### config.mk
export PLATFORM = sky130hd
export DESIGN_NAME = regfile_sequencer_flat
export DESIGN_NICKNAME = d
export VERILOG_FILES = /design/src/rtl/regfile_sequencer_pkg.sv /design/src/rtl/regfile_sequencer_if.sv /design/src/rtl/regfile_sequencer_alu.sv /design/src/rtl/regfile_sequencer.sv /design/src/flat_wrapper.sv
export SDC_FILE = /design/constraint.sdc
export NUM_CORES = 1
export LEC_CHECK = 0
export ABC_CLOCK_PERIOD_IN_PS = 8100
export CAP_MARGIN = 20
export CORE_ASPECT_RATIO = 0.75
export CORE_MARGIN = 1.5
export CORE_UTILIZATION = 25
export CTS_BUF_LIST = sky130_fd_sc_hd__clkbuf_8
export CTS_CLUSTER_DIAMETER = 80
export DETAILED_ROUTE_END_ITERATION = 16
export GPL_TIMING_DRIVEN = 0
export HOLD_SLACK_MARGIN = 0.08
export PLACE_DENSITY = 0.46
export SYNTH_ARGS = -nofsm -noshare
export SYNTH_HDL_FRONTEND = slang
export SYNTH_SLANG_ARGS = --single-unit
### constraint.sdc
create_clock -name clk -period 8.1 [get_ports clk]
set_input_delay 2.025 -clock clk [delete_from_list [all_inputs] [get_ports clk]]
set_output_delay 2.025 -clock clk [all_outputs]
set_load 0.01 [all_outputs]
### src/rtl/regfile_sequencer_pkg.sv
// Shared definitions for the register-file instruction sequencer:
// default widths, opcode values and FSM state encoding.
package regfile_sequencer_pkg;

    localparam int DEF_DATA_W = 16;
    localparam int DEF_ADDR_W = 5;

    localparam logic [2:0] OP_ADD = 3'd0;
    localparam logic [2:0] OP_SUB = 3'd1;
    localparam logic [2:0] OP_AND = 3'd2;
    localparam logic [2:0] OP_OR  = 3'd3;
    localparam logic [2:0] OP_XOR = 3'd4;
    localparam logic [2:0] OP_SHL = 3'd5;
    localparam logic [2:0] OP_SHR = 3'd6;
    localparam logic [2:0] OP_LDI = 3'd7;

    typedef enum logic [1:0] {
        ST_IDLE  = 2'd0,
        ST_READ  = 2'd1,
        ST_EXEC  = 2'd2,
        ST_WRITE = 2'd3
    } state_t;

endpackage

### src/rtl/regfile_sequencer_if.sv
// Instruction channel into the sequencer: valid/ready handshake plus the
// three-operand instruction fields and the LDI immediate.
interface regfile_sequencer_if
    import regfile_sequencer_pkg::*;
#(
    parameter int DATA_W = DEF_DATA_W,
    parameter int ADDR_W = DEF_ADDR_W
);

    logic              instr_valid;
    logic              instr_ready;
    logic [2:0]        opcode;
    logic [ADDR_W-1:0] rd;
    logic [ADDR_W-1:0] rs1;
    logic [ADDR_W-1:0] rs2;
    logic [DATA_W-1:0] imm;

    modport master (
        output instr_valid, opcode, rd, rs1, rs2, imm,
        input  instr_ready
    );

    modport slave (
        input  instr_valid, opcode, rd, rs1, rs2, imm,
        output instr_ready
    );

endinterface

### src/rtl/regfile_sequencer_alu.sv
// Combinational 16-bit ALU used during the EXEC state; all results wrap
// modulo 2^DATA_W and shifts use only the low bits of b.
module regfile_alu
    import regfile_sequencer_pkg::*;
#(
    parameter int DATA_W = DEF_DATA_W
) (
    input  logic [2:0]        opcode,
    input  logic [DATA_W-1:0] a,
    input  logic [DATA_W-1:0] b,
    output logic [DATA_W-1:0] y
);

    localparam int SH_W = $clog2(DATA_W);

    always_comb begin
        y = '0;
        case (opcode)
            OP_ADD:  y = a + b;
            OP_SUB:  y = a - b;
            OP_AND:  y = a & b;
            OP_OR:   y = a | b;
            OP_XOR:  y = a ^ b;
            OP_SHL:  y = a << b[SH_W-1:0];
            OP_SHR:  y = a >> b[SH_W-1:0];
            default: y = '0;
        endcase
    end

endmodule

### src/rtl/regfile_sequencer.sv
// Instruction sequencer: accepts one instruction, reads the external register
// file, runs the ALU and writes the result back. All outputs are registered.
module regfile_sequencer
    import regfile_sequencer_pkg::*;
#(
    parameter int DATA_W = DEF_DATA_W,
    parameter int ADDR_W = DEF_ADDR_W
) (
    input  logic                clk,
    input  logic                rst,
    regfile_sequencer_if.slave  instr,
    output logic [ADDR_W-1:0]   read_adr1,
    output logic [ADDR_W-1:0]   read_adr2,
    output logic                read1_valid,
    output logic                read2_valid,
    input  logic [DATA_W-1:0]   read1,
    input  logic [DATA_W-1:0]   read2,
    output logic [ADDR_W-1:0]   write_adr,
    output logic [DATA_W-1:0]   data,
    output logic                write_valid,
    output logic                done,
    output logic [DATA_W-1:0]   result,
    output logic                busy
);

    state_t            state;
    state_t            next_state;
    logic              instr_ready_q;
    logic              accept;
    logic [2:0]        opcode_q;
    logic [DATA_W-1:0] alu_y;

    logic              nxt_ready;
    logic              nxt_read_valid;
    logic              nxt_write_valid;
    logic              nxt_done;
    logic              nxt_busy;
    logic [ADDR_W-1:0] nxt_read_adr1;
    logic [ADDR_W-1:0] nxt_read_adr2;
    logic [ADDR_W-1:0] nxt_write_adr;
    logic [DATA_W-1:0] nxt_data;
    logic [DATA_W-1:0] nxt_result;

    assign accept            = instr.instr_valid && instr_ready_q;
    assign instr.instr_ready = instr_ready_q;

    regfile_alu #(.DATA_W(DATA_W)) u_alu (
        .opcode (opcode_q),
        .a      (read1),
        .b      (read2),
        .y      (alu_y)
    );

    always_ff @(posedge clk or posedge rst) begin
        if (rst) begin
            state <= ST_IDLE;
        end else begin
            state <= next_state;
        end
    end

    always_comb begin
        next_state = state;
        case (state)
            ST_IDLE:  if (accept) next_state = (instr.opcode == OP_LDI) ? ST_WRITE : ST_READ;
            ST_READ:  next_state = ST_EXEC;
            ST_EXEC:  next_state = ST_WRITE;
            ST_WRITE: next_state = ST_IDLE;
            default:  next_state = ST_IDLE;
        endcase
    end

    // Output values are decoded from the upcoming state so every port is a flop.
    always_comb begin
        nxt_ready       = (next_state == ST_IDLE);
        nxt_read_valid  = (next_state == ST_READ);
        nxt_write_valid = (next_state == ST_WRITE);
        nxt_busy        = (next_state != ST_IDLE);
        nxt_done        = (state == ST_WRITE);
        nxt_read_adr1   = accept ? instr.rs1 : read_adr1;
        nxt_read_adr2   = accept ? instr.rs2 : read_adr2;
        nxt_write_adr   = accept ? instr.rd  : write_adr;
        nxt_data        = data;
        if (accept && instr.opcode == OP_LDI) begin
            nxt_data = instr.imm;
        end else if (state == ST_EXEC) begin
            nxt_data = alu_y;
        end
        nxt_result      = (state == ST_WRITE) ? data : result;
    end

    always_ff @(posedge clk or posedge rst) begin
        if (rst) begin
            instr_ready_q <= 1'b1;
            read1_valid   <= 1'b0;
            read2_valid   <= 1'b0;
            write_valid   <= 1'b0;
            done          <= 1'b0;
            busy          <= 1'b0;
            read_adr1     <= '0;
            read_adr2     <= '0;
            write_adr     <= '0;
            data          <= '0;
            result        <= '0;
        end else begin
            instr_ready_q <= nxt_ready;
            read1_valid   <= nxt_read_valid;
            read2_valid   <= nxt_read_valid;
            write_valid   <= nxt_write_valid;
            done          <= nxt_done;
            busy          <= nxt_busy;
            read_adr1     <= nxt_read_adr1;
            read_adr2     <= nxt_read_adr2;
            write_adr     <= nxt_write_adr;
            data          <= nxt_data;
            result        <= nxt_result;
        end
    end

    // Opcode is only needed by the ALU; it carries no reset.
    always_ff @(posedge clk) begin
        if (accept) opcode_q <= instr.opcode;
    end

endmodule

### src/flat_wrapper.sv
// flat-port wrapper written by rule: the top's interface ports become plain ports
module regfile_sequencer_flat import regfile_sequencer_pkg::*;
#(
    parameter int DATA_W = DEF_DATA_W,
    parameter int ADDR_W = DEF_ADDR_W
)
  (clk, rst, read_adr1, read_adr2, read1_valid, read2_valid, read1, read2, write_adr, data, write_valid, done, result, busy, instr_instr_valid, instr_opcode, instr_rd, instr_rs1, instr_rs2, instr_imm, instr_instr_ready);
  regfile_sequencer_if #(.DATA_W(DATA_W), .ADDR_W(ADDR_W)) instr_i ();
  input  logic clk;
  input  logic rst;
  output logic [ADDR_W-1:0] read_adr1;
  output logic [ADDR_W-1:0] read_adr2;
  output logic read1_valid;
  output logic read2_valid;
  input  logic [DATA_W-1:0] read1;
  input  logic [DATA_W-1:0] read2;
  output logic [ADDR_W-1:0] write_adr;
  output logic [DATA_W-1:0] data;
  output logic write_valid;
  output logic done;
  output logic [DATA_W-1:0] result;
  output logic busy;
  input wire logic [$bits(instr_i.instr_valid)-1:0] instr_instr_valid;
  input wire logic [$bits(instr_i.opcode)-1:0] instr_opcode;
  input wire logic [$bits(instr_i.rd)-1:0] instr_rd;
  input wire logic [$bits(instr_i.rs1)-1:0] instr_rs1;
  input wire logic [$bits(instr_i.rs2)-1:0] instr_rs2;
  input wire logic [$bits(instr_i.imm)-1:0] instr_imm;
  output wire logic [$bits(instr_i.instr_ready)-1:0] instr_instr_ready;
  assign instr_i.instr_valid = instr_instr_valid;
  assign instr_i.opcode = instr_opcode;
  assign instr_i.rd = instr_rd;
  assign instr_i.rs1 = instr_rs1;
  assign instr_i.rs2 = instr_rs2;
  assign instr_i.imm = instr_imm;
  assign instr_instr_ready = instr_i.instr_ready;
  regfile_sequencer #(.DATA_W(DATA_W), .ADDR_W(ADDR_W)) u_core (.clk(clk), .rst(rst), .instr(instr_i), .read_adr1(read_adr1), .read_adr2(read_adr2), .read1_valid(read1_valid), .read2_valid(read2_valid), .read1(read1), .read2(read2), .write_adr(write_adr), .data(data), .write_valid(write_valid), .done(done), .result(result), .busy(busy));
endmodule
After elaboration in Yosys (flattened, before gate mapping):

Cells that the tools add are included.

* $add $sub $neg: 2
* equal/unequal tests: 12
* shift operators: 2
* muxes and demuxes: 6
* bitwise logic cells: 3
* reduce and logical (&&, ||, !) cells: 7

Operators with widths (count)
* $pmux 16 s7: 1
* $mux 16: 2
* $add 16x16->16: 1
* $and 16x16->16: 1
* $or 16x16->16: 1
* $shl 16x4->16: 1
* $shr 16x4->16: 1
* $sub 16x16->16: 1
* $xor 16x16->16: 1
* $eq 3x3->1 const B: 4
* $pmux 2 s4: 1
* $eq 2x2->1 const B: 3
* $eq 3x2->1 const B: 2
* $eq 2x1->1 const B: 2
* $logic_not 2->1: 2
* $mux 2: 2
* $reduce_bool 2->1: 2
* $eq 3x1->1 const B: 1
* $logic_not 3->1: 1
* $logic_and 1x1->1: 2

* register bits after elaboration: 57
* input port bits: 69
* output and inout port bits: 53
* word-level logic and storage cells: 44

Logic depth before layout (Yosys ltp):

Gate-level depths: netlist of run 1.

* word-level depth: 5
* gate-level depth with buffers: 14
* mapped depth without buffers: 13

Cells and area by module:

A second synthesis of run 1 with hierarchy kept.

* cells, all modules: 633
* area, all modules: 5698.0 sq um

Modules (own cells, without submodules)
* regfile_alu: instances 1, cells an instance 462, area each 3271.9 sq um, seq. area each 0.0 sq um
* regfile_sequencer: instances 1, cells an instance 171, area each 2426.1 sq um, seq. area each 1442.6 sq um

Worst setup path before layout of run 1:

Ideal clock, no wire load.

* path type: input port to flip-flop
* from: input read2[1]
* to: register u_core.data[14]
* setup time: 0.069 ns
* arrival time: 4.496 ns
* setup slack: 3.535 ns
* cell stages on the path: 13
* cell sequence: buf_6 inv_2 ha_1 nand3_1 o41ai_2 o21ai_1 xnor2_1 ha_1 nand2_1 nor3_1 a31oi_1 or4b_1 nand3_1

* cells in the longest elaborated chain, start to end: 4
* elaborated cells between the ends (all ways): 7
* those cells by class: add/sub (2); shift (2); mux (3)

RTL lines
* start: declaration: RTL line flat_wrapper.sv:16 `input logic [DATA_W-1:0] read2;`
* $sub 16x16->16, or another cell as far along: RTL line regfile_sequencer_alu.sv:20 `OP_SUB: y = a - b;`
* $pmux 16 s7 *: RTL line regfile_sequencer_alu.sv:18 `case (opcode)`
* $mux 16 *: RTL line regfile_sequencer.sv:86 `end else if (state == ST_EXEC) begin`
* $mux 16 *: RTL line regfile_sequencer.sv:84 `if (accept && instr.opcode == OP_LDI) begin`
* end signal: assignment: RTL line regfile_sequencer.sv:115 `data <= nxt_data;`
* end: declaration: RTL line regfile_sequencer.sv:19 `output logic [DATA_W-1:0] data,`

Every way passes the cells marked *; elsewhere a longest branch is shown, timed or not. The select of a mux whose other input is x is not followed.
A chain may end at the register's enable or synchronous reset.

Final worst setup path of run 1:

* from: input read2[2]
* to: register u_core.data[11]

Same word-level chain as after synthesis.

==> flow_metrics.tcl, run 1 <==
set metrics [dict create \
    status "complete, no violations" \
    post-cts-setup-buffers 0 \
    min_path_type "register to register" \
    dpl.cell_count 1047 \
    setup_viol_count_final 0 \
    diodes 0 \
    start_util 0.2543 \
    met1_usage 0.3202 \
    p_per_area_nw_per_um2 228.8 \
    drcViolationCount 0 \
    hpwl_um 18910 \
    track_usage 0.1961 \
    syn_area_per_cell_um2 9.333 \
    grt_first_pass_wirelength_um 35210 \
    clkTransAtPathRegs_ps 70 \
    syn_nets 747 \
    fp.dieH_um 135.3 \
    rsz0062_at_grt "no" \
    cts_sinks 57 \
    cts_inserted_buffers 9 \
    layout.nets 880 \
    power.leakage_nw 3.193 \
    root_buffer "clkbuf_8" \
    insertion_delay_ps 330 \
    rows 48 \
    grt_pass1_vias 5500 \
    ys_seq_elements 57 \
    drive_above_1_share 0.1573 \
    yosysUniqueCellTypes 86 \
    io-pin-count 122 \
    synth_flop_cell "dfrtp_1" \
    dr.pass1.iters 7 \
    portBuffers 121 \
    fin_tns_setup_ps 0 \
    synth_edf_count 3 \
    netlist_area_um2 5833 \
    overflow 0 \
    via_per_inst 5.291 \
    use_met2 0.2635 \
    cts_tree "built" \
    antenna_found_initial 0 \
    drt-wirelength-per-cell_um 22.00 \
    fin_skew_ps 7.420 \
    critPathKind "input pin to register" \
    critPathRequiredTime_ps 8300 \
    die-area_um2 24270 \
    clockBufferDepth 2 \
    async_flop_share 0.9474 \
    drtIter0Drc 482 \
    gp_congestion 0.9397 \
    worst_slew_pin_slew_ps 789.6 \
    clock.fmax_mhz 171.8 \
    yosysSeqAreaShare 0.2473 \
    syn_to_final_growth_pct 30.85 \
    busiest_layer "met1" \
    hold_viol_final 0 \
    crit_chain "clkdlybuf4s50_1 > nor4_2 > nand3_1 > o21ai_0 > xnor2_1 > ha_1 > clkbuf_2 > a21oi_1 > o21ai_0 > o2bb2ai_1 > a2111oi_0 > and3_1 > a32oi_1" \
    globalRouteMet3Util 0.03900 \
    cts_resized 0 \
    routed_wl_um 23390 \
    die_w_um 179.4 \
    final.min_clock_period_ps 5819 \
    post-place-ws_ps 2061 \
    detail-route-antenna-nets 0 \
    maxSlewHeadroom 0.4600 \
    crit_path_end_kind "register" \
    syn_inst 625 \
    vdd_drop_max_mv 0.09110 \
    worstPathArrival_ps 6020 \
    final_cells 1063 \
    layout_common_cells "clkdlybuf4s50_1 (121), nor2_1 (57), dfrtp_1 (53)" \
    final_common_cell "clkdlybuf4s50_1" \
    critical_path.most_common_cell "o21ai_0" \
    cp_slowest_cell "nor4_2" \
    finalCritPeriodShare 0.7184 \
    worst_slack_ps 2281 \
    synth_warnings 0 \
    fillCellCount 2411 \
    drv_slew 0 \
    crit_path_start_kind "input pin" \
    seqCellArea_um2 1443 \
    cts.htree.levels 3 \
    hold_buffers 0 \
    worst-path-max-fanout 8 \
    routed-via-count 5624 \
    slowest_delay_ps 790 \
    max-cap-violations 0 \
    grt_max_degree 36 \
    multi_input_area_um2 3966 \
    core_um2 22940 \
]
-- metal layers --
metal  routed length [µm]  vias up
li1                     -     2617
met1                12250     2787
met2                 9421      207
met3                 1591       13
met4                  122        0
met5                    0        -
-- cell families (layout without fill, tap and decap cells) --
kind of cell,count (synthesis),in the layout,share of synthesized area
compound gates,167,167,0.2059
xor+xnor,21,21,0.03153
fa+ha+maj,53,53,0.1150
buf+inv,85,223,0.07271
flops,57,57,0.2473
mux,71,71,0.1806
simple gates,171,171,0.1469
-- area by class of cell --
| type | count | area share |
|---|---|---|
| Inverter | 43 | 0.02148 |
| Clock buffer | 13 | 0.02344 |
| Buffer | 42 | 0.03410 |
| Tap cell | 300 | 0.04918 |
| Multi-Input combinational cell | 483 | 0.5197 |
| Timing Repair Buffer | 122 | 0.1613 |
| Sequential cell | 57 | 0.1890 |
| Clock inverter | 3 | 0.001803 |
-- through the flow --
step                utilization  area, µm²  hold WS [ps]  power [mW]
floorplan                     -       5833         535.0       1.030
global placement         0.3234       7420         489.6       1.498
detailed placement       0.3243       7440         494.2       1.496
CTS                      0.3327       7632         508.1       1.760
global route             0.3327       7632         518.9       1.867
finish                   0.3327       7632         503.4       1.747
-- state kept, by name, indices dropped and copies added (netlist names) --
signal                    count
u_core.read1_valid            1
u_core.instr.instr_ready      1
u_core.state                  2
u_core.write_adr              5
u_core.write_valid            1
u_core.opcode_q               3
u_core.busy                   1
u_core.read_adr2              5
u_core.read_adr1              5
u_core.data                  16
u_core.result                16
u_core.done                   1
-- worst max-delay path, delay by kind of cell --
family          cells  cell delay [ps]
compound gates      6             1450
xor+xnor            1              150
fa+ha+maj           1              250
buf+inv             2              770
simple gates        3             1360
-- path summary, 6_finish.rpt --
path / startpoint / endpoint / slack, ps / cells past startpoint
worst max-delay path: read2[2] / u_core.data[11] / 2280 / 13
worst min-delay path: u_core.read_adr1[0] / u_core.read_adr1[0] / 500 / 1
worst max register to register: u_core.opcode_q[2] / u_core.data[10] / 4450 / 12
worst min register to register: u_core.read_adr1[0] / u_core.read_adr1[0] / 500 / 1
max in group asynchronous: rst / u_core.instr.instr_ready / 5460 / 3
min in group asynchronous: rst / u_core.result[0] / 2020 / 2
-- synthesized netlist by cell type (all sizes together) (10+ instances only) --
cell type / count / area share
o21ai: 23 / 0.020
clkbuf: 13 / 0.0086
inv: 43 / 0.028
buf: 29 / 0.036
ha: 52 / 0.11
o22ai: 11 / 0.012
xnor2: 17 / 0.026
mux4: 21 / 0.084
dfrtp: 53 / 0.23
a21oi: 33 / 0.030
a22oi: 16 / 0.021
o221ai: 11 / 0.018
mux2i: 14 / 0.026
mux2: 36 / 0.070
nand3: 10 / 0.0086
nand2: 37 / 0.024
nor2: 59 / 0.039
-- where the power goes --
| part | internal (mW) | switching [mW] | total [mW] |
|---|---|---|---|
| logic | 0.501 | 0.502 | 1.00 |
| registers | 0.414 | 0.0736 | 0.488 |
| clock network | 0.142 | 0.113 | 0.255 |
| total | 1.06 | 0.689 | 1.75 |
No activity file was read; power rests on OpenSTA's default activity.
==> inputs of run 2 (changes only) <==
- ABC_CLOCK_PERIOD_IN_PS: 8100 -> 5000
- PLACE_DENSITY: 0.46 -> 0.48
- clock period: 8.1 -> 5 ns (I/O delays scaled with it)
==> run 2 against run 1 <==
Effect of this change:
- combinational power rose by 63%
- flip-flop and latch count unchanged
- core utilization is essentially flat
- largest cell class unchanged
==> flow_metrics.tcl, run 2 (synthesized netlist as in run 1, its figures left out) <==
set metrics [dict create \
    portBuffers 121 \
    min_path_type "register to register" \
    post-cts-setup-buffers 0 \
    detail-route-antenna-nets 0 \
    hpwl_um 18360 \
    met3_length_um 2737 \
    worstPathArrival_ps 4840 \
    via_per_inst 5.372 \
    overflow 0 \
    gp_congestion 0.9504 \
    worst-path-max-fanout 10 \
    drcViolationCount 0 \
    hold_viol_final 0 \
    setup_viol_count_final 0 \
    die_w_um 179.4 \
    vdd_drop_max_mv 0.1479 \
    max-cap-violations 0 \
    reg.largest.list "u_core.data (16), u_core.result (16)" \
    wl_met2_um 8838 \
    maxSlewHeadroom 0.4590 \
    io-pin-count 122 \
    dr.max_layer_used "met4" \
    ff2ff_path_depth 12 \
    status "complete, no violations" \
    worst_slew_pin_slew_ps 811.5 \
    crit_chain "clkdlybuf4s50_1 > buf_2 > buf_6 > buf_2 > xnor2_1 > ha_1 > and2b_1 > o31ai_1 > a21oi_2 > a41oi_1 > xor2_1 > o211ai_1" \
    rows 48 \
    finalCritPeriodShare 0.9296 \
    cts_sinks 57 \
    cts_inserted_buffers 9 \
    drv_slew 0 \
    insertion_delay_ps 330 \
    routed_wl_um 23210 \
    cts_resized 0 \
    track_usage 0.1932 \
    die-area_um2 24270 \
    holdWs_ps 503.6 \
    antenna_found_initial 0 \
    grt_pass1_vias 5558 \
    crit_path_start_kind "input pin" \
    clockBufferDepth 2 \
    dpl.cell_count 1047 \
    critPathRequiredTime_ps 5190 \
    syn_to_final_growth_pct 30.87 \
    start_util 0.2543 \
    crit_path_end_kind "register" \
    p_per_area_nw_per_um2 373.9 \
    root_buffer "clkbuf_8" \
    met1_length_um 11280 \
    slowest_delay_ps 690 \
    drt-wirelength-per-cell_um 21.86 \
    final_common_cell "clkdlybuf4s50_1" \
    diodes 0 \
    clock.fmax_mhz 215.1 \
    hold_depth 1 \
    critPathKind "input pin to register" \
    final.min_clock_period_ps 4648 \
    cp_slowest_cell "clkdlybuf4s50_1" \
    clkTransAtPathRegs_ps 70 \
    hold_buffers 0 \
    drtIter0Drc 530 \
    rsz0062_at_grt "no" \
    grt_max_degree 31 \
    layout.nets 880 \
    fin_skew_ps 9.514 \
    layout_common_cells "clkdlybuf4s50_1 (121), nor2_1 (57), dfrtp_1 (53)" \
    critical_path.most_common_cell "buf_2" \
    power.leakage_nw 3.185 \
    dr.pass1.iters 5 \
    rrSetupSlack_ps 1160 \
    core_um2 22940 \
    cts.htree.levels 3 \
    grt_first_pass_wirelength_um 34920 \
    fin_tns_setup_ps 0 \
    routed-via-count 5705 \
    cts_tree "built" \
    drive_above_1_share 0.1575 \
    final_cells 1062 \
    fp.dieH_um 135.3 \
]
[run 2: layout make-up]
class                           count  area (µm²)
Clock inverter                      5       56.30
Sequential cell                    57        1443
Timing Repair Buffer              122        1231
Buffer                             42       260.3
Fill cell                        2424       15310
Multi-Input combinational cell    483        3966
Tap cell                          300       375.4
Inverter                           43       163.9
Clock buffer                       10       137.6
[run 2: final timing paths]
kind | from | to
max | read2[2] | u_core.data[10]
min | u_core.write_adr[4] | u_core.write_adr[4]
max reg2reg | u_core.opcode_q[2] | u_core.data[10]
min reg2reg | u_core.write_adr[4] | u_core.write_adr[4]
max in group asynchronous | rst | u_core.instr.instr_ready
min in group asynchronous | rst | u_core.read_adr2[0]
[run 2: metal layers]
metal | GRT usage | vias to the layer above
met3 | 0.06818 | 27
met1 | 0.2889 | 2743
met5 | 0 | -
met4 | 0.04454 | 0
li1 | - | 2619
met2 | 0.2594 | 316
[run 2: where the power goes]
part           total [mW]  switching [mW]  internal [mW]
registers           0.790           0.119          0.671
logic                1.63           0.819          0.812
clock network       0.433           0.193          0.240
[run 2: per-stage QoR]
| step | instance area, µm² | utilization | worst slack, ps | power (mW) |
|---|---|---|---|---|
| 3_3_place_gp | 7420 | 0.3234 | 87.84 | 2.419 |
| 6_report | 7634 | 0.3327 | 351.9 | 2.855 |
| 4_1_cts | 7634 | 0.3327 | 436.9 | 2.866 |
| 5_1_grt | 7634 | 0.3327 | 111.3 | 3.070 |
| 3_5_place_dp | 7440 | 0.3243 | 91.30 | 2.422 |
| 2_1_floorplan | 5833 | - | 1210 | 1.668 |
[run 2: critical path, delay by kind of cell]
family | cells | cell delay (ps)
compound gates | 4 | 1190
xor+xnor | 2 | 420
fa+ha+maj | 1 | 290
buf+inv | 4 | 1470
simple gates | 1 | 210
==> patch 1: new RTL, config.mk and constraints of run 2 <==
Encoding of `state_t`: now one-hot (4 bits for 4 states).
--- a/src/rtl/regfile_sequencer_pkg.sv
+++ b/src/rtl/regfile_sequencer_pkg.sv
@@ -16,7 +16,7 @@
 
-    typedef enum logic [1:0] {
-        ST_IDLE  = 2'd0,
-        ST_READ  = 2'd1,
-        ST_EXEC  = 2'd2,
-        ST_WRITE = 2'd3
+    typedef enum logic [3:0] {
+        ST_IDLE  = 4'b0001,
+        ST_READ  = 4'b0010,
+        ST_EXEC  = 4'b0100,
+        ST_WRITE = 4'b1000
     } state_t;
Function: no difference found for any inputs over 10 cycles, from zero or initial values and one cycle with rst high; not proved beyond that.
==> patch 1 against run 2 <==
Worst setup slack worse by 0.17 ns. Sequential share of layout area up 0.73 points. Wire length down 5.6%. Final cell count up 2.2%. Synthesized area down 1.1%. Final area down 0.30%. Power down 15%. Count of clock-buffer cells in the layout unchanged. Worst hold slack worse by 0.027 ns. Sequential cell count up 2.
==> patch 1: results <==
set metrics [dict create \
    clock_tree.htree_level_count 3 \
    synth_sequential_area_ratio 0.259 \
    numPortBuffers 121 \
    dp.final_hpwl_mm 17.4 \
    critical-path-top-delay-family "buffers and inverters" \
    nNetsFinal 905 \
    grt_usage 0.185 \
    syn_nets 771 \
    fin_worst_hold_slack_ns 0.477 \
    netlist_top_cells_area "dfrtp_1 (23%), ha_1 (11%), mux4_2 (9.8%), nand2_1 (5.7%), mux2_2 (3.3%)" \
    p_switching_mw 0.952 \
    first_global_vias 5609 \
    timing.clock.skew_ns 0.00931 \
    power.combinational.total_mw 1.25 \
    routed_wire_length_per_instance_um 20.2 \
    finalSetupTns_ns 0 \
    fillers 2378 \
    detail_route.iter0.violations 649 \
    arrival_ns 5.04 \
    slowest_delay_ns 0.47 \
    clock_tree.buffer_depth 2 \
    min_path_type "flip-flop to flip-flop" \
    netlist_instances 652 \
    placement.setup.worst_slack_ns -0.401 \
    hold-path-endpoint "u_core.write_adr[0]$_DFFE_PP0P_" \
    n_antenna_cell 0 \
    detail_route.vias_per_cell 5.28 \
    worstSetupStartpoint "read2[1]" \
    synthesis.yosys.warnings 0 \
    leakagePower_nw 3.17 \
    synth-async-reset-ratio 0.949 \
    grt_max_degree 32 \
    worst_flop_to_flop_path_endpoint "u_core.data[6]$_DFFE_PP0P_" \
    grt_first_pass_wirelength_mm 33.7 \
    place_congestion 0.927 \
    netlist_top_cells_count "nand2_1 (88), dfrtp_1 (54), ha_1 (49), nor2_1 (41), inv_1 (39)" \
    post_layout_nonfiller_instances 1085 \
    seq_power_share 0.305 \
    worstHoldPathCells 2 \
    area_after_dpl_sq_um 7370 \
    synth_enable_flop_cells 3 \
    detailedRoute.firstPassIterationCount 6 \
    layout-drive-gt1-share 0.119 \
    critical_path.endpoint "u_core.data[13]$_DFFE_PP0P_" \
    max-slew-margin-rel 0.323 \
    fin_ws_ns 0.178 \
    timing.reg2reg.setup_slack_ns 0.79 \
    grt_antenna_before_repair 0 \
    status "finished clean" \
    intPower_mw 1.49 \
    worst_ir_drop_vdd_uv 108 \
    min-delay-start "u_core.write_adr[0]$_DFFE_PP0P_" \
    yosysUniqueCellTypes 72 \
]
==> patch 1: cell type report <==
cell class	count	area (sq um)	share of cell area
sequential	59	1490	0.196
buffer	43	200	0.0263
clock buffer	10	138	0.0181
multi-input combinational	509	3940	0.518
timing repair buffer	124	1250	0.164
inverter	40	158	0.0207
clock inverter	6	65.1	0.00855
tap	294	368	0.0483
==> patch 1: per-layer routing <==
layer	track usage	vias up	routed length, um
li1	-	2701	-
met1	0.281	2722	10700
met4	0.0366	0	234
met5	0	-	0
met3	0.0546	22	2130
met2	0.254	279	8860
==> patch 1: cell families after synthesis <==
logic type | share of synthesized area
simple gates | 0.179
compound gates | 0.200
buf+inv | 0.0603
mux | 0.160
flops | 0.259
fa+ha+maj | 0.110
xor+xnor | 0.0319
==> patch 1: what timing repair did <==
| item | 4_1_cts | 5_1_grt |
|---|---|---|
| setup endpoints to repair | 1 | 5 |
| cloned | 0 | 0 |
| resized for setup | 1 | 6 |
| setup buffers | 0 | 2 |
==> patch 2: new RTL, flow settings as in run 2 <==
Without the edit above. Change the package constant `DEF_ADDR_W` from 5 to 7.
--- a/src/rtl/regfile_sequencer_pkg.sv
+++ b/src/rtl/regfile_sequencer_pkg.sv
@@ -5,3 +5,3 @@
     localparam int DEF_DATA_W = 16;
-    localparam int DEF_ADDR_W = 5;
+    localparam int DEF_ADDR_W = 7;
 
Ports: changed (6 resized); port bits go from 122 to 134. No check against the original RTL was run, so the function may have changed too.
==> patch 2 against run 2 <==
Final area grew 1.3%. Synthesized area shrank 0.11%. Worst setup slack lost 0.13 ns. Sequential share of layout area grew 1.7 points. Global-route usage grew 0.86 points. Register-to-register slack lost 0.47 ns. Worst hold slack gained 0.0028 ns. Power grew 4.4%. Sequential power grew 11%. Sequential cell count grew 6. Wire length grew 4.3%. Synthesized cell count grew 6.2%. Combinational power grew 6%. Critical endpoint is now u_core.data[7]$_DFFE_PP0P_. Highest routed layer unchanged.
==> patch 2: results <==
set metrics [dict create \
    worst_flop_to_flop_path_endpoint "u_core.data[7]$_DFFE_PP0P_" \
    detail_route.vias_per_cell 5.33 \
    synth_compound_gate_area_share 0.213 \
    area_after_dpl_sq_um 7550 \
    timing.reg2reg.setup_slack_ns 0.69 \
    route.vias.total 5943 \
    nNetsFinal 937 \
    grt_usage 0.202 \
    max-slew-margin-rel 0.452 \
    worstSetupStartpoint "read2[1]" \
    reg2regPathDepth 13 \
    syn_nets 792 \
    placement.setup.worst_slack_ns -0.196 \
    synth-async-reset-ratio 0.952 \
    slowest_delay_ns 0.59 \
    routed_wire_length_per_instance_um 21.7 \
    fin_worst_hold_slack_ns 0.506 \
    status "finished clean" \
    worst_ir_drop_vdd_uv 228 \
    synth_sequential_area_ratio 0.273 \
    detail_route.iter0.violations 578 \
    grt_max_degree 37 \
    synth_enable_flop_cells 3 \
    layout-drive-gt1-share 0.113 \
    hold-path-endpoint "u_core.result[12]$_DFFE_PP0P_" \
    numPortBuffers 133 \
    grt_first_pass_wirelength_mm 36.3 \
    avgSynthCellArea_sq_um 8.78 \
    yosysUniqueCellTypes 65 \
    fillers 2407 \
    netlist_top_cells_count "nor2_1 (66), dfrtp_1 (59), ha_1 (52), mux2_2 (50), nand2_1 (47)" \
    post_synth_xor_area_fraction 0.0391 \
    first_global_vias 5605 \
    fin_ws_ns 0.223 \
    synth-adder-area-share 0.115 \
    leakagePower_nw 3.26 \
]
[patch 2: changes by cell type in the layout (fill, tap and decap cells not counted), moves of 10 or more]
cell             change
mux2_2              +15
buf_2               -10
a21oi_1             +11
nand2_1             +10
clkdlybuf4s50_1     +12
mux4_2              -10
[patch 2: routing by layer]
metal	routed length, um	share of wire	global-route usage
met5	0	0	0
met4	264	0.011	0.0308
met3	2070	0.085	0.0415
met2	9670	0.40	0.278
met1	12200	0.50	0.321
[patch 2: power breakdown]
part	internal [mW]	total, mW	switching (mW)
combinational	0.875	1.73	0.852
clock	0.184	0.376	0.192
sequential	0.744	0.877	0.133
total	1.80	2.98	1.18
[patch 2: layout make-up]
type	count	area (sq um)	area share
repair buffers	134	1350	0.175
clock inverters	6	23.8	0.00308
plain buffers	40	191	0.0248
flip-flops and latches	63	1590	0.206
well taps	300	375	0.0486
multi-input cells	518	3890	0.504
inverters	43	165	0.0214
clock buffers	10	138	0.0178
